<file path="config.mk">
export PLATFORM = sky130hd
export DESIGN_NAME = truth_table_sequencer
export DESIGN_NICKNAME = d
export VERILOG_FILES = /design/src/rtl/truth_table_sequencer.sv
export SDC_FILE = /design/constraint.sdc
export NUM_CORES = 1
export LEC_CHECK = 0
export CAP_MARGIN = 10
export CORE_UTILIZATION = 54
export CTS_CLUSTER_SIZE = 10
export DETAILED_ROUTE_END_ITERATION = 10
export GPL_TIMING_DRIVEN = 0
export PLACE_DENSITY_LB_ADDON = 0.05
export SLEW_MARGIN = 0
export SYNTH_ARGS = -nofsm -noshare
export SYNTH_HDL_FRONTEND = slang
export SYNTH_SLANG_ARGS = --single-unit
</file>
<file path="constraint.sdc">
create_clock -name clk -period 6.5 [get_ports clk]
set_clock_uncertainty 0.1 [all_clocks]
set_input_delay 1.3 -clock clk [delete_from_list [all_inputs] [get_ports clk]]
set_output_delay 1.3 -clock clk [all_outputs]
set_load 0.01 [all_outputs]
</file>
<file path="src/rtl/truth_table_sequencer.sv">
`default_nettype none
// ============================================================================
// Module      : truth_table_sequencer
// Description : Clocked stimulus/response stage for a 3-input combinational
//               circuit. It drives the patterns {a,b,c} = 000..111 in order,
//               holding each one for HOLD_CYCLES clocks. It samples z_in once
//               per pattern to build an 8-bit truth table. It then compares
//               that table with exp_tt and reports pass or fail.
//               Optional build macro: TT_SEQ_STOP_ON_MISMATCH_EN
//               (ends the sweep on the first mismatching pattern).
// Revision    : 1.0 - initial release
// ============================================================================
module truth_table_sequencer #(
    parameter int HOLD_CYCLES = 20          // legal range 1..255
) (
    input  logic       clk,
    input  logic       rst,
    input  logic       start,
    input  logic [7:0] exp_tt,
    input  logic       z_in,
    output logic       a_out,
    output logic       b_out,
    output logic       c_out,
    output logic       busy,
    output logic       done,
    output logic [7:0] tt,
    output logic [3:0] err_cnt,
    output logic [2:0] first_err_idx,
    output logic       pass
);

    localparam logic [1:0] c_ST_IDLE   = 2'd0;
    localparam logic [1:0] c_ST_RUN    = 2'd1;
    localparam logic [1:0] c_ST_DONE   = 2'd2;
    localparam logic [7:0] c_HOLD_LAST = 8'(HOLD_CYCLES - 1);
    localparam logic [2:0] c_IDX_LAST  = 3'd7;

    logic [1:0] r_state;
    logic [2:0] r_idx;
    logic [7:0] r_hcnt;
    logic       r_busy;
    logic       r_done;
    logic [7:0] r_tt;
    logic [3:0] r_err_cnt;
    logic [2:0] r_first_err_idx;
    logic       r_pass;

    logic       w_sample;
    logic       w_mismatch;
    logic [3:0] w_err_next;
    logic       w_stop;
    logic       w_finish;

    // The pattern index is itself the registered pattern output.
    assign a_out         = r_idx[2];
    assign b_out         = r_idx[1];
    assign c_out         = r_idx[0];
    assign busy          = r_busy;
    assign done          = r_done;
    assign tt            = r_tt;
    assign err_cnt       = r_err_cnt;
    assign first_err_idx = r_first_err_idx;
    assign pass          = r_pass;

    // The last clock of each hold window is the sample edge for the pattern.
    assign w_sample   = (r_state == c_ST_RUN) && (r_hcnt == c_HOLD_LAST);
    assign w_mismatch = (z_in != exp_tt[r_idx]);
    assign w_err_next = r_err_cnt + {3'b000, w_mismatch};

`ifdef TT_SEQ_STOP_ON_MISMATCH_EN
    // Abort on the first mismatch; the failing pattern remains on the outputs.
    assign w_stop = w_mismatch;
`else
    // Always sweep all eight patterns.
    assign w_stop = 1'b0;
`endif

    // Index 7 always ends the sweep; the index never wraps.
    assign w_finish = (r_idx == c_IDX_LAST) || w_stop;

    // Sequencer state, pattern index, hold counter and result registers.
    always_ff @(posedge clk or posedge rst) begin
        if (rst) begin
            r_state         <= c_ST_IDLE;
            r_idx           <= 3'd0;
            r_hcnt          <= 8'd0;
            r_busy          <= 1'b0;
            r_done          <= 1'b0;
            r_tt            <= 8'd0;
            r_err_cnt       <= 4'd0;
            r_first_err_idx <= 3'd0;
            r_pass          <= 1'b0;
        end else begin
            case (r_state)
                c_ST_IDLE, c_ST_DONE: begin
                    if (start) begin
                        r_state         <= c_ST_RUN;
                        r_idx           <= 3'd0;
                        r_hcnt          <= 8'd0;
                        r_busy          <= 1'b1;
                        r_done          <= 1'b0;
                        r_tt            <= 8'd0;
                        r_err_cnt       <= 4'd0;
                        r_first_err_idx <= 3'd0;
                        r_pass          <= 1'b0;
                    end
                end
                c_ST_RUN: begin
                    // start is ignored here because the block is busy.
                    if (w_sample) begin
                        r_tt[r_idx] <= z_in;
                        if (w_mismatch) begin
                            r_err_cnt <= w_err_next;
                            if (r_err_cnt == 4'd0) begin
                                r_first_err_idx <= r_idx;
                            end
                        end
                        if (w_finish) begin
                            r_state <= c_ST_DONE;
                            r_busy  <= 1'b0;
                            r_done  <= 1'b1;
                            r_pass  <= (w_err_next == 4'd0);
                        end else begin
                            r_idx  <= r_idx + 3'd1;
                            r_hcnt <= 8'd0;
                        end
                    end else begin
                        r_hcnt <= r_hcnt + 8'd1;
                    end
                end
                default: begin
                    r_state <= c_ST_IDLE;
                end
            endcase
        end
    end

endmodule
`default_nettype wire
</file>
==> results of run 1 <==
[per-layer routing]
layer / part of all wire / vias up / wire length (um)
li1: - / 698 / -
met1: 0.47 / 687 / 1760
met4: 0.036 / 0 / 134
met3: 0.068 / 11 / 255
met5: 0 / - / 0
met2: 0.43 / 57 / 1592
[state kept, by name, summed over array words and instances (netlist names)]
signal and flops:
err_cnt 4, r_hcnt 8, done 1, r_state 2, busy 1, r_idx 3, first_err_idx 3, tt 8
pass 1
[metrics by stage]
stage               total power, W  instance area [um2]  setup slack (ns)  hold slack (ns)    util
global placement         0.0006277                 1997             2.742           0.3758  0.7119
finish                   0.0007468                 2053             2.991           0.4041  0.7319
global route             0.0007979                 2053             2.919           0.4247  0.7319
floorplan                0.0005205                 1638             3.365           0.3520       -
detailed placement       0.0006442                 1997             2.658           0.3802  0.7119
CTS                      0.0007461                 2038             2.991           0.4059  0.7266
[logic make-up (layout without fill, tap and decap cells)]
logic type | after synthesis | count (layout)
DFF | 31 | 31
buffers and inverters | 16 | 55
adders and majority gates | 5 | 5
muxes | 5 | 5
xor gates and xnor gates | 6 | 6
AOI/OAI and AO/OA | 58 | 58
and+or+nand+nor | 47 | 47
[how the worst max path moves through the flow]
stage               cells past startpoint      start  slack, ns    to
floorplan                               8  exp_tt[3]       3.37  pass
global placement                        8  exp_tt[3]       2.74  pass
detailed placement                      8  exp_tt[0]       2.66  pass
CTS                                     9  exp_tt[0]       2.99  pass
global route                            9  exp_tt[2]       2.92  pass
finish                                  8  exp_tt[7]       2.99  pass
[cell usage in the layout (no fill, tap or decap), types with 4 or more instances in the layout]
cell type and instances:
clkdlybuf4s50_1 32, clkbuf_4 5, a221o_1 4, o21ai_0 27, nand3_1 7, dfrtp_1 31, mux2i_1 4, a31oi_1 11
nor2_1 11, inv_1 7, ha_1 5, clkbuf_1 7, xor2_1 4, nand2_1 16
[final cells by class]
class,count,area share
timing repair buffer,33,0.1633
inverter,7,0.01280
buffer,9,0.02072
tap,31,0.01889
sequential,31,0.3778
multi-input combinational,121,0.3863
clock buffer,6,0.02011
[worst max-delay path: stages]
cell             delay (ns)
clkdlybuf4s50_1        0.45
mux2i_1                0.07
mux4_2                 0.53
xnor2_4                0.28
ha_1                   0.23
ha_1                   0.25
nor4_1                 0.36
a32o_1                 0.21
[power breakdown]
part / total (W) / switching [W] / internal [W]
Combinational: 0.000354 / 0.000187 / 0.000167
Clock: 0.000102 / 0.0000636 / 0.0000384
Sequential: 0.000291 / 0.0000506 / 0.000240
Total: 0.000747 / 0.000301 / 0.000445
==> results.json, run 1 <==
{
  "relSlewSlack": 0.5164,
  "clk_path_buf_depth": 2,
  "grtUsageMet2": 0.3647,
  "rsz0062_at_grt": "false",
  "r2r-end": "pass",
  "fin_crit_sh": 0.5398,
  "worst-path-max-fanout": 9,
  "worstPathArrival_ns": 3.68,
  "r2r_setup_slack_ns": 3.62,
  "cts_resized": 0,
  "clkLatencyLatePin_ns": 0.34,
  "cp.required_ns": 6.67,
  "cts_tree": "built",
  "layout.nets": 225,
  "hpwl_mm": 2.705,
  "grt.busiest_layer": "met2",
  "seq_area_frac_synth": 0.4736,
  "avgViaCountPerCell": 6.105,
  "violations": "DRC",
  "die_area_um2": 3257,
  "synth_edf_count": 0,
  "synth_cell_type_count": 39,
  "io_buffers": 32,
  "numCtsBuffers": 5,
  "synth_ff_type": "dfrtp_1",
  "area_growth_pct": 25.36,
  "dieWidth_um": 57.07,
  "synth_area_um2": 1638,
  "drt-initial-drc-count": 77,
  "synthSimpleGateAreaFrac": 0.1390,
  "synth_top_family_by_area": "compound AO/OA/AOI/OAI gates",
  "ant_nets": 0,
  "tns_ns": 0,
  "dp.cells": 231,
  "p_per_area_nw_per_um2": 363.7,
  "yosysMostFrequentCell": "dfrtp_1",
  "hp-class": "flip-flop to flip-flop",
  "min_path_cells": 1,
  "final_cells": 238,
  "post-route-drc-count": 8,
  "cts.clk_slew.worst_paths_ns": 0.08,
  "multi_input_area_um2": 793.3,
  "grt_max_degree": 32,
  "reg2reg_depth": 8,
  "use_met1": 0.3544,
  "synth_compound_area_frac": 0.2254,
  "diodes": 0,
  "top_level_ports": 33,
  "max_cap_viol_count": 0,
  "num_rows": 19,
  "overflow": 0,
  "synth_area_leaders": "dfrtp_1 (47%), o21ai_0 (8.3%), a31oi_1 (4.2%)",
  "ys_ff_latch": 31,
  "start_util": 0.5839,
  "num_vias": 1453,
  "grt.total_usage": 0.2622,
  "whs_endpoint": "pass",
  "crit_type": "input pin to flip-flop",
  "grt_pass1_wl_mm": 6.216,
  "fmax_ghz": 0.2850,
  "status": "complete, but fails checks",
  "hold_viol": 0,
  "netlist_top_cells_count": "dfrtp_1 (31), o21ai_0 (27), nand2_1 (16)",
  "use_met3": 0.08844,
  "p_leak_nw": 0.8559,
  "regArea_um2": 775.7,
  "r2r_start": "r_idx[2]",
  "fill_cells": 222,
  "min_from": "pass",
  "synth_fa_ha_area_frac": 0.03820,
  "cp-end-kind": "flip-flop",
  "cts-root-buf": "clkbuf_4",
  "wl_per_cell_um": 15.73,
  "setup_violations": 0,
  "die_h_um": 57.07,
  "coreArea_um2": 2805,
  "routed_wl_mm": 3.743,
  "synthArstFlopShare": 1.000,
  "post_cts_buffers": 0,
  "yosysWarnings": 0,
  "place.gp.congestion": 0.8484,
  "netlist_instances": 168,
  "hold_buffers": 0,
  "avgSynthCellArea_um2": 9.749,
  "grt_pass1_vias": 1373,
  "drive_gt1_frac": 0.06280,
  "start_kind": "input pin",
  "post-route-min-period_ns": 3.509,
  "vdd_drop_max_v": 0.0002096,
  "synth_xor_area_frac": 0.04354,
  "drtPass1Iterations": 7,
  "htree_levels": 2,
  "synthMuxAreaShare": 0.03820,
  "antenna_found_initial": 0,
  "report.final.slew_viol_count": 0,
  "yosysTopAreaCell": "dfrtp_1",
  "clock-sinks": 31,
  "synthesis.nets": 185,
  "tightest_slew_ns": 0.7246,
  "synth_top_area_frac": 0.4736
}
(Power assumes the default switching activity.)
==> run 2, diff against run 1 <==
Settings changed: CORE_UTILIZATION 54 to 46.
Clock period 6.5 ns to 3 ns, I/O delays scaled along.
==> run 2 against run 1 <==
Effect of this change:
- the run now ends clean
- worst hold slack improved by 0.0081 ns
- core utilization decreased by 11 points
- via count increased by 0.76%
- critical path type is now flip-flop to flip-flop
==> results.json, run 2 (synthesized netlist as in run 1, its figures left out) <==
{
  "numCtsBuffers": 5,
  "num_rows": 21,
  "use_met1": 0.3076,
  "num_vias": 1464,
  "final_common_cell": "clkdlybuf4s50_1",
  "p_sw_w": 0.0006448,
  "tightest_slew_ns": 0.5891,
  "status": "completed",
  "fin_crit_sh": 0.9049,
  "io_buffers": 32,
  "r2r_setup_slack_ns": 0.29,
  "overflow": 0,
  "cp.required_ns": 3.17,
  "grt.busiest_layer": "met2",
  "finalPower_w": 0.001631,
  "fill_cells": 326,
  "layout_common_cells": "clkdlybuf4s50_1 (32), dfrtp_1 (31), o21ai_0 (27)",
  "avgViaCountPerCell": 5.719,
  "dieWidth_um": 61.67,
  "p_leak_nw": 0.8711,
  "post-route-drc-count": 0,
  "start_kind": "flip-flop",
  "routed_wl_mm": 3.715,
  "hold_viol": 0,
  "rsz0062_at_grt": "false",
  "dp.cells": 246,
  "coreArea_um2": 3363,
  "hold_buffers": 0,
  "fmax_ghz": 0.3684,
  "drive_gt1_frac": 0.07143,
  "p_int_w": 0.0009862,
  "crit_type": "flip-flop to flip-flop",
  "clkLatencyLatePin_ns": 0.32,
  "antenna_found_initial": 0,
  "worst-path-max-fanout": 10,
  "p_per_area_nw_per_um2": 776.4,
  "combPwrFrac": 0.475,
  "drtPass1Iterations": 4,
  "cts-root-buf": "clkbuf_4",
  "min_path_cells": 1,
  "place.gp.congestion": 0.8390,
  "drt-initial-drc-count": 92,
  "r2r-end": "pass",
  "vdd_drop_max_v": 0.0004065,
  "relSlewSlack": 0.6069,
  "hpwl_mm": 2.689,
  "final_cells": 256,
  "die_h_um": 61.67,
  "grt_pass1_wl_mm": 6.009,
  "use_met3": 0.06513,
  "diodes": 0,
  "clk_path_buf_depth": 2,
  "area_growth_pct": 28.27,
  "setup_violations": 0,
  "p_clk_frac": 0.140,
  "final_util": 0.6246,
  "r2r_start": "r_idx[2]",
  "grtUsageMet2": 0.3272,
  "post-route-min-period_ns": 2.715,
  "cts.clk_slew.worst_paths_ns": 0.10,
  "top_level_ports": 33,
  "grt_max_degree": 32,
  "layout.nets": 226,
  "reg2reg_depth": 8,
  "worstPathArrival_ns": 2.88,
  "report.final.slew_viol_count": 0,
  "ant_nets": 0,
  "cp-end-kind": "flip-flop",
  "hp-class": "flip-flop to flip-flop",
  "power_frac_seq": 0.385,
  "die_area_um2": 3803,
  "whs_endpoint": "r_hcnt[7]",
  "grt.total_usage": 0.2218,
  "htree_levels": 2,
  "grt_pass1_vias": 1308,
  "wl_per_cell_um": 14.51,
  "clock-sinks": 31,
  "start_util": 0.4870,
  "cts_tree": "built",
  "max_cap_viol_count": 0,
  "switching_share": 0.3954,
  "min_from": "r_hcnt[7]",
  "cts_resized": 0
}
-- run 2: cell types whose count changed in the layout (fill, tap and decap cells not counted), sizes merged --
cell,delta
clkinv,+1
buf,+1
clkbuf,+1
-- run 2: how the worst max path moves through the flow --
stage	cells after the start	from	to	slack, ns
5_1_grt	8	r_idx[2]	pass	0.14
6_report	8	r_idx[2]	pass	0.29
3_3_place_gp	8	exp_tt[3]	pass	-0.07
3_5_place_dp	8	exp_tt[2]	pass	-0.15
2_1_floorplan	9	r_idx[2]	pass	0.42
4_1_cts	8	r_idx[2]	pass	0.14
-- run 2: area by class of cell --
cell class	count	area, um2	share of cell area
repair buffers	34	355.3	0.1691
inverters	7	26.28	0.01251
clock inverters	1	5.005	0.002382
multi-input cells	121	793.3	0.3776
plain buffers	9	42.54	0.02025
clock buffers	7	45.04	0.02144
well taps	46	57.56	0.02740
flip-flops and latches	31	775.7	0.3693
-- run 2: power groups by stage --
stage / Combinational [W] / Clock, W / Sequential, W
final: 0.000775 / 0.000228 / 0.000628
after global routing: 0.000877 / 0.000262 / 0.000644
after CTS: 0.000761 / 0.000243 / 0.000628
after detailed placement: 0.000755 / 0 / 0.000636
after global placement: 0.000739 / 0 / 0.000630
after floorplan: 0.000485 / 0 / 0.000643
-- run 2: repair_timing --
item	CTS	global route
hold endpoints to repair	0	0
setup endpoints to repair	0	1
setup buffers	0	1
-- run 2: stage by stage --
step                hold WS, ns  setup slack, ns  instance area, um2  TNS (ns)
floorplan                0.3520           0.4156                1638         0
global placement         0.3781         -0.07222                2016  -0.07222
detailed placement       0.3864          -0.1466                2016   -0.1545
CTS                      0.4156           0.1431                2066         0
global route             0.4339           0.1364                2101         0
finish                   0.4122           0.2852                2101         0
-- run 2: critical path: stages (launching register included) --
cell	delay, ns
dfrtp_1	0.42
buf_2	0.19
inv_1	0.20
mux4_2	0.60
xnor2_4	0.17
ha_1	0.20
ha_1	0.29
nor4_1	0.29
a32o_1	0.21
-- run 2: per-layer routing --
layer | up-vias | routed length (um)
li1 | 704 | -
met5 | - | 0
met3 | 4 | 175
met2 | 50 | 1723
met4 | 0 | 48
met1 | 706 | 1768
==> run 3, diff against run 2 <==
Settings changed: CTS_CLUSTER_SIZE 10 to not set.
==> results of run 3 <==
Final layout, timing and power as in run 2 (identical DEF).
